--- config.mk ---
export PLATFORM = sky130hd
export DESIGN_NAME = pix_frame_packer
export DESIGN_NICKNAME = d
export VERILOG_FILES = /design/src/rtl/pix_frame_packer.sv
export SDC_FILE = /design/constraint.sdc
export NUM_CORES = 1
export LEC_CHECK = 0
export ABC_AREA = 1
export CORE_MARGIN = 3
export CORE_UTILIZATION = 40
export CTS_BUF_LIST = sky130_fd_sc_hd__clkbuf_4
export DETAILED_ROUTE_END_ITERATION = 8
export PLACE_DENSITY = 0.55
export RECOVER_POWER = 25
export SLEW_MARGIN = 10
export SYNTH_ARGS = -nofsm -noshare
export SYNTH_HDL_FRONTEND = slang
export SYNTH_SLANG_ARGS = --single-unit
--- constraint.sdc ---
create_clock -name clk -period 8.95 [get_ports clk]
set_clock_uncertainty 0.05 [all_clocks]
set_input_delay 1.79 -clock clk [delete_from_list [all_inputs] [get_ports clk]]
set_output_delay 1.79 -clock clk [all_outputs]
set_load 0.01 [all_outputs]
--- src/rtl/pix_frame_packer.sv ---
// rtl/pix_frame_packer.sv - frames SPAD pixel words with a header (and an optional trailer) into the host FIFO
// Optional feature macro: FRAME_TRAILER_EN (adds TRL_WORD + 16-bit pixel-count checksum after each frame)
module pix_frame_packer #(
  parameter int          BUF_AW   = 3,
  parameter logic [15:0] HDR_WORD = 16'hCCCC,
  parameter logic [15:0] TRL_WORD = 16'hAAAA
) (
  input  logic        clk,
  input  logic        rst,
  input  logic        en,
  input  logic        clr_stat,
  input  logic [15:0] pix_word,
  input  logic        pix_valid,
  input  logic        fifo_full,
  output logic [15:0] fifo_din,
  output logic        fifo_wr,
  output logic [15:0] frame_cnt,
  output logic [15:0] drop_cnt,
  output logic        seq_err,
  output logic        busy
);

  localparam int DEPTH = 1 << BUF_AW;
  localparam logic [BUF_AW:0] DEPTH_CNT = DEPTH[BUF_AW:0];

  typedef enum logic [2:0] {IDLE, HDR0, HDR1, PIX, TRL0, TRL1, DROP} state_t;

  state_t              state, nxt;
  logic [15:0]         mem [DEPTH];
  logic [BUF_AW-1:0]   wptr, rptr;
  logic [BUF_AW:0]     count;
  logic                ovf;
  logic [9:0]          exp_addr;
  logic [15:0]         head;
  logic [9:0]          head_addr;
  logic                empty, full, push, pop;
  logic                emit, frame_inc, drop_inc, seq_set, ovf_clr, exp_clr, exp_inc;
  logic [15:0]         emit_word;
`ifdef FRAME_TRAILER_EN
  logic [15:0]         csum;
`else
  logic                unused_trl;
  assign unused_trl = ^TRL_WORD;
`endif

  assign head      = mem[rptr];
  assign head_addr = head[15:6];
  assign empty     = (count == '0);
  assign full      = (count == DEPTH_CNT);
  // A full buffer still takes the new word when the head leaves in the same cycle.
  assign push      = pix_valid && (!full || pop);
  assign busy      = (state != IDLE) || !empty;

  // Next-state and per-cycle actions; overflow abort outranks normal framing.
  always_comb begin
    nxt       = state;
    pop       = 1'b0;
    emit      = 1'b0;
    emit_word = 16'h0000;
    frame_inc = 1'b0;
    drop_inc  = 1'b0;
    seq_set   = 1'b0;
    ovf_clr   = 1'b0;
    exp_clr   = 1'b0;
    exp_inc   = 1'b0;
    if (ovf && state != IDLE && state != DROP) begin
      drop_inc = 1'b1;
      ovf_clr  = 1'b1;
      nxt      = DROP;
    end else begin
      case (state)
        IDLE: begin
          ovf_clr = 1'b1;
          if (!empty) begin
            if (head_addr == 10'd0 && en) nxt = HDR0;
            else pop = 1'b1;
          end
        end
        HDR0: if (!fifo_full) begin
          emit      = 1'b1;
          emit_word = HDR_WORD;
          nxt       = HDR1;
        end
        HDR1: if (!fifo_full) begin
          emit      = 1'b1;
          emit_word = frame_cnt;
          exp_clr   = 1'b1;
          nxt       = PIX;
        end
        PIX: if (!empty) begin
          // A mismatched head stays in the buffer so that an early addr-0 word can still open the next frame.
          if (head_addr != exp_addr) begin
            seq_set  = 1'b1;
            drop_inc = 1'b1;
            nxt      = DROP;
          end else if (!fifo_full) begin
            pop       = 1'b1;
            emit      = 1'b1;
            emit_word = head;
            exp_inc   = 1'b1;
            if (exp_addr == 10'd511) begin
`ifdef FRAME_TRAILER_EN
              nxt = TRL0;
`else
              frame_inc = 1'b1;
              nxt       = IDLE;
`endif
            end
          end
        end
`ifdef FRAME_TRAILER_EN
        TRL0: if (!fifo_full) begin
          emit      = 1'b1;
          emit_word = TRL_WORD;
          nxt       = TRL1;
        end
        TRL1: if (!fifo_full) begin
          emit      = 1'b1;
          emit_word = csum;
          frame_inc = 1'b1;
          nxt       = IDLE;
        end
`endif
        DROP: begin
          ovf_clr = 1'b1;
          if (!empty) begin
            if (head_addr == 10'd0) nxt = IDLE;
            else pop = 1'b1;
          end
        end
        default: nxt = IDLE;
      endcase
    end
  end

  // State register.
  always_ff @(posedge clk or posedge rst) begin
    if (rst) state <= IDLE;
    else     state <= nxt;
  end

  // Buffer storage; contents need no reset because count gates every read.
  always_ff @(posedge clk) begin
    if (push) mem[wptr] <= pix_word;
  end

  // Buffer pointers, occupancy and the lost-write flag.
  always_ff @(posedge clk or posedge rst) begin
    if (rst) begin
      wptr  <= '0;
      rptr  <= '0;
      count <= '0;
      ovf   <= 1'b0;
    end else begin
      if (push) wptr <= wptr + 1'b1;
      if (pop)  rptr <= rptr + 1'b1;
      count <= count + {{BUF_AW{1'b0}}, push} - {{BUF_AW{1'b0}}, pop};
      if (pix_valid && !push) ovf <= 1'b1;
      else if (ovf_clr)       ovf <= 1'b0;
    end
  end

  // Registered host FIFO write port; fifo_din holds its last word between writes.
  always_ff @(posedge clk or posedge rst) begin
    if (rst) begin
      fifo_wr  <= 1'b0;
      fifo_din <= 16'h0000;
    end else begin
      fifo_wr <= emit;
      if (emit) fifo_din <= emit_word;
    end
  end

  // Statistics; clr_stat wins over a same-cycle increment.
  always_ff @(posedge clk or posedge rst) begin
    if (rst) begin
      frame_cnt <= 16'h0000;
      drop_cnt  <= 16'h0000;
      seq_err   <= 1'b0;
    end else if (clr_stat) begin
      frame_cnt <= 16'h0000;
      drop_cnt  <= 16'h0000;
      seq_err   <= 1'b0;
    end else begin
      if (frame_inc) frame_cnt <= frame_cnt + 16'd1;
      if (drop_inc && drop_cnt != 16'hFFFF) drop_cnt <= drop_cnt + 16'd1;
      if (seq_set) seq_err <= 1'b1;
    end
  end

  // Expected pixel address (and checksum when the trailer is built in) for the frame in progress.
  always_ff @(posedge clk or posedge rst) begin
    if (rst) begin
      exp_addr <= 10'd0;
`ifdef FRAME_TRAILER_EN
      csum     <= 16'h0000;
`endif
    end else if (exp_clr) begin
      exp_addr <= 10'd0;
`ifdef FRAME_TRAILER_EN
      csum     <= 16'h0000;
`endif
    end else if (exp_inc) begin
      exp_addr <= exp_addr + 10'd1;
`ifdef FRAME_TRAILER_EN
      csum     <= csum + {11'd0, head[4:0]};
`endif
    end
  end

endmodule

==> flow_summary.ini, run 1 <==
[global_routing]
grt_pass1_vias = 6978
antenna_found_initial = 1
global_route.usage.total = 0.1781
grt_start_max_net_pins = 75
grt_pass1_wl_um = 37670
grt_overflow_total = 0

[clock_tree]
cts_root_buf = clkbuf_4
cts_resized = 0
clkLatencyLatePin_ns = 0.69
cts.sink_count = 202
htree_levels = 2
cts_hold_buf = 0
clkSlewWorstSetupHoldPaths_ns = 0.06
cts_buffers = 55
cts_setup_buffers = 0
clock_path_buffers = 3
cts_tree = done

[timing]
maxSlewViolCount = 0
period_share = 0.4965
fmax_mhz = 225.0
hold_slack_ns = 0.4289
period_needed_ns = 4.444
worst_pin_slew_ns = 1.076
finalSetupViolCount = 0
max-slew-margin-rel = 0.2815
tns_ns = 0
rsz0062_at_grt = false
hold_viol = 0

[synth]
syn_inst = 1053
synth-edff-count = 128
netlist_area_sq_mm = 0.009930
synth_compound_area_frac = 0.05028
synth.distinct_cells = 42
synth_ff_type = edfxtp_1
synth_top_family_by_area = simple AND/OR/NAND/NOR gates
synth-adder-area-share = 0.01462
synth-seq-cells = 202
async_flop_share = 0.3663
yosys.area_share.simple = 0.2547
synth_nets = 1086
seq_area_frac_synth = 0.5736
avgSynthCellArea_sq_um = 9.430
synth_xor_area_frac = 0.03264
muxShareOfSynthArea = 0
yosysWarnings = 0

[route]
routedWlPerCell_um = 15.60
routed_wl_um = 23600
vias = 7480
drt_iter0_markers = 483
drtAntennaViolNets = 0
avgViaCountPerCell = 4.944
drc_errors = 0
drtPass1Iterations = 5

[power_and_ir_drop]
p_total_mw = 3.117
power_frac_clock = 0.249
pwr-share-comb = 0.355
netSwitchingPower_mw = 1.225
p_sw_frac = 0.3930
p_per_area_mw_per_mm2 = 269.9
p_seq_frac = 0.395
peakVddDrop_v = 0.0001361
cell_internal_pwr_mw = 1.892
p_leak_nw = 5.092

[finish]
num-fill-cells = 2419
drive_above_1_share = 0.1153
mostFrequentLayoutCells = 300 x nand2_1, 128 x edfxtp_1, 119 x inv_1
final_common_cell = nand2_1
fin_nets = 1184
design_area_sq_mm = 0.01155
synthToLayoutAreaGrowth_pct = 16.31

[placed_design]
place.gp.congestion = 0.8215
port_buffers = 72
post_dp_cell_area_sq_mm = 0.01089
hpwl_um = 14820

[die]
die_x_um = 163.6
io_pins = 73
die_area_sq_mm = 0.02675
die_h_um = 163.6
rows = 57
core_area_sq_mm = 0.02439
initial_core_util = 0.4071

[setup_path]
startpoint_type = register
critPathCaptureType = register
path_class = register to register
cp_max_fo = 69
crit_required_ns = 9.26
cp.arrival_ns = 4.75

[flow_run]
maxCapViolations = 0

[worst_hold_path]
hold_path.class = register to register

[outcome]
status = completed
[cells in the mapped netlist (13+ instances only)]
cell / count / area [sq um]
a21oi_1: 29 / 145.1
xor2_1: 33 / 289.0
nor2_1: 60 / 225.2
inv_1: 121 / 454.2
clkbuf_1: 13 / 48.80
dfrtp_1: 74 / 1852
nand4_1: 40 / 250.2
nand2_1: 300 / 1126
edfxtp_1: 128 / 3844
o21ai_0: 16 / 80.08
nand3_1: 102 / 510.5
[metal layers]
layer	track usage	share of wire
met5	0	0
met4	0.05075	0.015
met3	0.03855	0.051
met2	0.2759	0.45
met1	0.2532	0.48
[cells by family (layout without fill, tap and decap cells)]
logic type / count (synthesis) / after routing
AND/OR/NAND/NOR: 551 / 551
XOR/XNOR: 37 / 37
buffers and inverters: 170 / 305
other: 0 / 1
AO/OA/AOI/OAI: 82 / 82
flip-flops: 202 / 202
adder cells (fa/ha/maj): 11 / 11
[registers in the layout, summed over array words and instances, names as in the netlist]
name       flops
wptr           3
mem          128
ovf            1
count          4
rptr           3
exp_addr      10
state          3
drop_cnt      16
fifo_wr        1
seq_err        1
frame_cnt     16
fifo_din      16
[worst max-delay path, stage by stage, from the launching register on]
cell,delay [ns]
dfrtp_2,0.34
buf_4,0.59
inv_4,0.45
nand2_1,0.15
nand2_1,0.06
nand2_1,0.05
nand3_1,0.19
nand2_1,0.21
nand2_1,0.07
nand2_1,0.07
nand3_2,0.09
nor2_4,0.23
nand3_4,0.24
nand2_1,0.14
nand2_2,0.11
nand2_4,0.11
nand3_2,0.10
nor2_1,0.54
buf_4,0.32
[layout make-up]
class                   instances  area [sq um]  share of cell area
inverters                     127         480.5             0.04160
multi-input cells             681          3497              0.3028
clock inverters                18         85.08            0.007367
repair buffers                 84         810.8             0.07021
well taps                     324         405.4             0.03510
diodes                          1         2.502           0.0002167
clock buffers                  76         570.5             0.04940
flip-flops and latches        202          5697              0.4933
[stage by stage]
step | std cells | setup slack (ns) | util
after floorplan | 1053 | 5.107 | -
after global placement | 1418 | 4.304 | 0.4465
after detailed placement | 1418 | 4.199 | 0.4465
after CTS | 1512 | 4.436 | 0.4734
after global routing | 1513 | 4.038 | 0.4735
final | 1513 | 4.506 | 0.4735
[final timing paths]
| check | start | end | slack (ns) | cells after the start |
|---|---|---|---|---|
| min in group asynchronous | rst | exp_addr[8] | 1.68 | 3 |
| worst min-delay path | fifo_din[0] | fifo_din[0] | 0.43 | 2 |
| worst min register to register | fifo_din[0] | fifo_din[0] | 0.43 | 2 |
| worst max-delay path | rptr[0] | mem[4][3] | 4.51 | 18 |
| max in group asynchronous | rst | rptr[0] | 6.49 | 3 |
| worst max register to register | rptr[0] | mem[4][3] | 4.51 | 18 |
[power by group through the flow]
| stage | logic, mW | registers, mW | clock network (mW) |
|---|---|---|---|
| after floorplan | 0.823 | 1.23 | 0 |
| after global placement | 1.11 | 1.25 | 0 |
| after detailed placement | 1.12 | 1.25 | 0 |
| after CTS | 1.12 | 1.23 | 0.813 |
| after global routing | 1.25 | 1.24 | 0.869 |
| final | 1.11 | 1.23 | 0.777 |
No activity file was read; power rests on OpenSTA's default activity.
==> run 2: changes to the inputs <==
==> constraint.sdc (replaced) <==
create_clock -name clk -period 4.1 [get_ports clk]
set_clock_uncertainty 0.05 [all_clocks]
set_input_delay 0.82 -clock clk [delete_from_list [all_inputs] [get_ports clk]]
set_output_delay 0.82 -clock clk [all_outputs]
set_load 0.01 [all_outputs]
==> run 2 against run 1 <==
  * Via count up 1.4%
  * Total power up 120%
  * Clock-buffer cell count up 7
  * Critical endpoint is now count[1]
  * Critical path type unchanged
  * Largest power group unchanged
  * Design area up 1.2%
  * Wire length up 3.9%
  * Sequential power up 120%
==> flow_summary.ini, run 2 (synthesis results as in run 1) <==
[outcome]
status = completed

[finish]
largest_reg_flops = 128
stdcell_count = 1532
multi_input_area_sq_mm = 0.003497
final_common_cell = nand2_1
num-fill-cells = 2366
synthToLayoutAreaGrowth_pct = 17.65
regMostFlops = mem
fin_nets = 1195
drive_above_1_share = 0.1251
mostFrequentLayoutCells = 300 x nand2_1, 128 x edfxtp_1, 119 x inv_1
design_area_sq_mm = 0.01168
seq_area_sq_mm = 0.005697

[clock_tree]
cts_hold_buf = 0
clkSlewWorstSetupHoldPaths_ns = 0.07
cts_tree = done
clkLatencyLatePin_ns = 0.68
htree_levels = 2
clock_path_buffers = 3
cts_root_buf = clkbuf_4
cts.sink_count = 202
cts_setup_buffers = 0
cts_resized = 0
cts_buffers = 55

[route]
drtAntennaViolNets = 0
met2_length_um = 11560
drt_iter0_markers = 563
vias = 7584
drtPass1Iterations = 5
avgViaCountPerCell = 4.950
met3_length_um = 1439
top_layer = met4
routed_wl_um = 24510
wl_met1_um = 10970
routedWlPerCell_um = 16.00
drc_errors = 0

[power_and_ir_drop]
p_per_area_mw_per_mm2 = 593.1
p_leak_nw = 5.162
peakVddDrop_v = 0.0002347

[setup_path]
cp_max_fo = 46
path_class = register to register
critPathCaptureType = register
crit_required_ns = 4.56
cp.arrival_ns = 3.88
startpoint_type = register

[die]
initial_core_util = 0.4071
die_h_um = 163.6
die_x_um = 163.6
io_pins = 73
rows = 57
die_area_sq_mm = 0.02675
core_area_sq_mm = 0.02439

[timing]
period_needed_ns = 3.425
maxSlewViolCount = 0
period_share = 0.8355
hold_viol = 0
rsz0062_at_grt = false
fmax_mhz = 291.9
max-slew-margin-rel = 0.2708
setup_slack_ns = 0.6745
worst_pin_slew_ns = 1.092
hold_slack_ns = 0.4265
tns_ns = 0
finalSetupViolCount = 0

[worst_hold_path]
hold_path.class = register to register

[flow_run]
maxCapViolations = 0

[placed_design]
hpwl_um = 16190
post_dp_cell_area_sq_mm = 0.01097
pre_cts_ws_ns = 0.6457
place.gp.congestion = 0.8435
port_buffers = 72
placed_cells = 1429

[global_routing]
antenna_found_initial = 1
global_route.usage.total = 0.1879
grt_start_max_net_pins = 66
grt_overflow_total = 0
grt_pass1_wl_um = 39620
grt_pass1_vias = 7481
run 2: cell types whose count changed in the layout (fill, tap and decap cells not counted), sizes merged:
cell / previous run / this run
buf: 12 / 23
inv: 126 / 124
clkbuf: 76 / 83
clkinvlp: 0 / 2
clkinv: 19 / 20
run 2: cell type report:
cell class,count,area share
Sequential cell,202,0.4876
Multi-Input combinational cell,681,0.2993
Timing Repair Buffer,95,0.07647
Clock buffer,83,0.05334
Inverter,127,0.04113
Tap cell,324,0.03470
Clock inverter,19,0.007176
Antenna cell,1,0.0002142
run 2: worst max-delay path, stage by stage, from the launching register on:
cell	delay, ns
dfrtp_2	0.43
buf_4	0.28
nor2_1	0.15
nor2_1	0.05
o21ai_1	0.08
nand3_1	0.15
nand2_1	0.20
nand2_1	0.07
nand2_1	0.08
nand3_2	0.09
nor2_4	0.23
nand3_4	0.24
nand2_1	0.14
nand2_2	0.11
inv_1	0.13
nand2_1	0.12
nand2_1	0.09
ha_1	0.17
fa_1	0.42
run 2: layer usage:
layer / vias to the layer above / track usage
met3: 55 / 0.03906
met4: 0 / 0.06228
met2: 224 / 0.3105
met1: 3531 / 0.2478
li1: 3774 / -
met5: - / 0
run 2: power breakdown:
part           total [mW]  switching (mW)  internal, mW
Combinational        2.50            1.69         0.812
Sequential           2.65           0.154          2.50
Clock                1.77           0.844         0.928
run 2: path summary, 6_finish.rpt:
kind	cells after the start	slack [ns]	to	from
min in group asynchronous	2	0.60	drop_cnt[9]	rst
min	2	0.43	fifo_din[7]	fifo_din[7]
min reg2reg	2	0.43	fifo_din[7]	fifo_din[7]
max in group asynchronous	3	2.56	rptr[0]	rst
max	18	0.67	count[1]	rptr[0]
max reg2reg	18	0.67	count[1]	rptr[0]
run 2: through the flow:
| step | power [mW] | utilization |
|---|---|---|
| finish | 6.929 | 0.4790 |
| global route | 7.496 | 0.4790 |
| CTS | 7.040 | 0.4789 |
| global placement | 5.198 | 0.4499 |
| floorplan | 4.476 | - |
| detailed placement | 5.217 | 0.4499 |
==> run 3: changes to the inputs <==
--- a/config.mk
+++ b/config.mk
@@ -10,7 +10,7 @@
 export CORE_UTILIZATION = 40
 export CTS_BUF_LIST = sky130_fd_sc_hd__clkbuf_4
 export DETAILED_ROUTE_END_ITERATION = 8
-export PLACE_DENSITY = 0.55
+export PLACE_DENSITY = 0.57
 export RECOVER_POWER = 25
 export SLEW_MARGIN = 10
 export SYNTH_ARGS = -nofsm -noshare
==> constraint.sdc (replaced) <==
create_clock -name clk -period 3.1 [get_ports clk]
set_clock_uncertainty 0.05 [all_clocks]
set_input_delay 0.62 -clock clk [delete_from_list [all_inputs] [get_ports clk]]
set_output_delay 0.62 -clock clk [all_outputs]
set_load 0.01 [all_outputs]
==> run 3 against run 2 <==
  * Clock-buffer cell count down 10
  * The run now ends with max-capacitance violations, max-slew violations left
  * Utilization up 2.3 points
  * Largest cell class unchanged
  * Sequential share of layout area down 2.2 points
  * Wire length up 3.6%
  * Design area up 4.9%
  * Total power up 43%
==> flow_summary.ini, run 3 (synthesis results as in run 1) <==
[outcome]
status = finished with violations
violations = max-capacitance violations, max-slew violations

[route]
drtAntennaViolNets = 0
drtPass1Iterations = 5
drt_iter0_markers = 528
routed_wl_um = 25390
routedWlPerCell_um = 16.21
vias = 7826
avgViaCountPerCell = 4.994
drc_errors = 0

[setup_path]
crit_top_cell = nand3_1
path_cells = buf_4 -> clkbuf_16 -> nor2_1 -> nor2_1 -> o21ai_1 -> nand3_1 -> nand2_2 -> nand2_1 -> nor2_1 -> nand3_1 -> nand3_1 -> nand2_2 -> nand2_4 -> nand2_4 -> nand3_1 -> nand2_1 -> ha_2 -> fa_1 -> xor2_1
cp_max_fo = 13
critPathCaptureType = register
max_stage_delay_ns = 0.52
worst-path-buf-inv = 2
slowest_stage = dfrtp_4
cp_top_family = simple AND/OR/NAND/NOR gates
reg2reg_from = rptr[0]
cp-startpoint = rptr[0]
cp.arrival_ns = 3.50
crit_required_ns = 3.60
startpoint_type = register
path_class = register to register

[timing]
tns_ns = 0
period_needed_ns = 2.995
rsz0062_at_grt = true
worst_pin_slew_ns = 1.737
maxSlewViolCount = 36
setup_slack_ns = 0.1052
max-slew-margin-rel = -0.1645
hold_slack_ns = 0.4219
fmax_mhz = 333.9
period_share = 0.9661
finalSetupViolCount = 0
hold_viol = 0

[finish]
largest_reg_flops = 128
final_common_cell = nand2_1
regMostFlops = mem
mostFrequentLayoutCells = 290 x nand2_1, 128 x edfxtp_1, 119 x inv_1
fin_nets = 1230
stdcell_count = 1567
synthToLayoutAreaGrowth_pct = 23.39
drive_above_1_share = 0.1699

[power_and_ir_drop]
p_total_mw = 9.897
p_per_area_mw_per_mm2 = 807.8
p_leak_nw = 5.406
peakVddDrop_v = 0.0003995

[global_routing]
global_route.usage.total = 0.1892
antenna_found_initial = 1
grt_pass1_wl_um = 39830
grt_start_max_net_pins = 54
grt_overflow_total = 0
grt_pass1_vias = 7518

[die]
die_h_um = 163.6
initial_core_util = 0.4071
die_area_sq_mm = 0.02675
rows = 57
core_area_sq_mm = 0.02439
die_x_um = 163.6
io_pins = 73

[clock_tree]
cts_buffers = 55
cts_root_buf = clkbuf_4
htree_levels = 2
cts.sink_count = 202
cts_tree = done
clock_path_buffers = 3
clkSlewWorstSetupHoldPaths_ns = 0.07
cts_hold_buf = 0
clkLatencyLatePin_ns = 0.68

[worst_hold_path]
hold_path.class = register to register
min-delay-start = fifo_din[5]

[placed_design]
place.gp.congestion = 0.8882
placed_cells = 1446
hpwl_um = 16310
pre_cts_ws_ns = 0.08487
port_buffers = 72

[flow_run]
maxCapViolations = 1
==> run 3: cell types whose count changed in the layout (fill, tap and decap cells not counted), moves of 10 or more <==
cell / before / now
clkbuf_4: 83 / 73
nand3_1: 102 / 90
buf_4: 23 / 44
buf_12: 0 / 10
nand2_1: 300 / 290
nand3_2: 11 / 23
==> run 3: worst paths after layout <==
check	end	slack [ns]	cells past startpoint
max	count[2]	0.11	19
min	fifo_din[5]	0.42	2
max reg2reg	count[2]	0.11	19
min reg2reg	fifo_din[5]	0.42	2
max in group asynchronous	frame_cnt[1]	1.23	3
min in group asynchronous	count[2]	0.77	2
==> run 3: through the flow <==
step                cell area [sq um]  utilization
CTS                             11930       0.4893
global route                    12250       0.5023
detailed placement              11210       0.4597
finish                          12250       0.5023
global placement                11210       0.4597
floorplan                        9930            -
==> run 3: final cells by class <==
type / instances / area (sq um)
flip-flops and latches: 202 / 5699
inverters: 127 / 490.5
well taps: 324 / 405.4
diodes: 1 / 2.502
repair buffers: 129 / 1313
clock buffers: 73 / 548.0
repair inverters: 1 / 11.26
fillers: 2354 / 12140
multi-input cells: 681 / 3610
clock inverters: 29 / 172.7
==> run 3: worst register-to-register path, stage by stage, from the launching register on <==
cell,delay [ns]
dfrtp_4,0.52
buf_4,0.16
clkbuf_16,0.17
nor2_1,0.10
nor2_1,0.04
o21ai_1,0.11
nand3_1,0.12
nand2_2,0.12
nand2_1,0.08
nor2_1,0.10
nand3_1,0.10
nand3_1,0.09
nand2_2,0.08
nand2_4,0.09
nand2_4,0.08
nand3_1,0.08
nand2_1,0.07
ha_2,0.19
fa_1,0.38
xor2_1,0.15
==> run 3: what timing repair did <==
item                                    4_1_cts  5_1_grt
hold endpoints to repair                      0        0
setup buffers                                 0       14
endpoints found under the setup margin        0      131
resized for setup                             0       39
==> run 3: power by group <==
part	internal, mW	total [mW]	switching (mW)	leakage, nW
Clock	1.27	2.41	1.13	0.419
Combinational	1.50	3.96	2.46	2.84
Sequential	3.31	3.53	0.224	2.15
Total	6.08	9.90	3.81	5.41
==> run 3: layer usage <==
metal,GRT usage,part of all wire,vias to the layer above
li1,-,-,3845
met2,0.3052,0.47,233
met3,0.03475,0.064,34
met5,0,0,-
met1,0.2598,0.45,3714
met4,0.06036,0.012,0
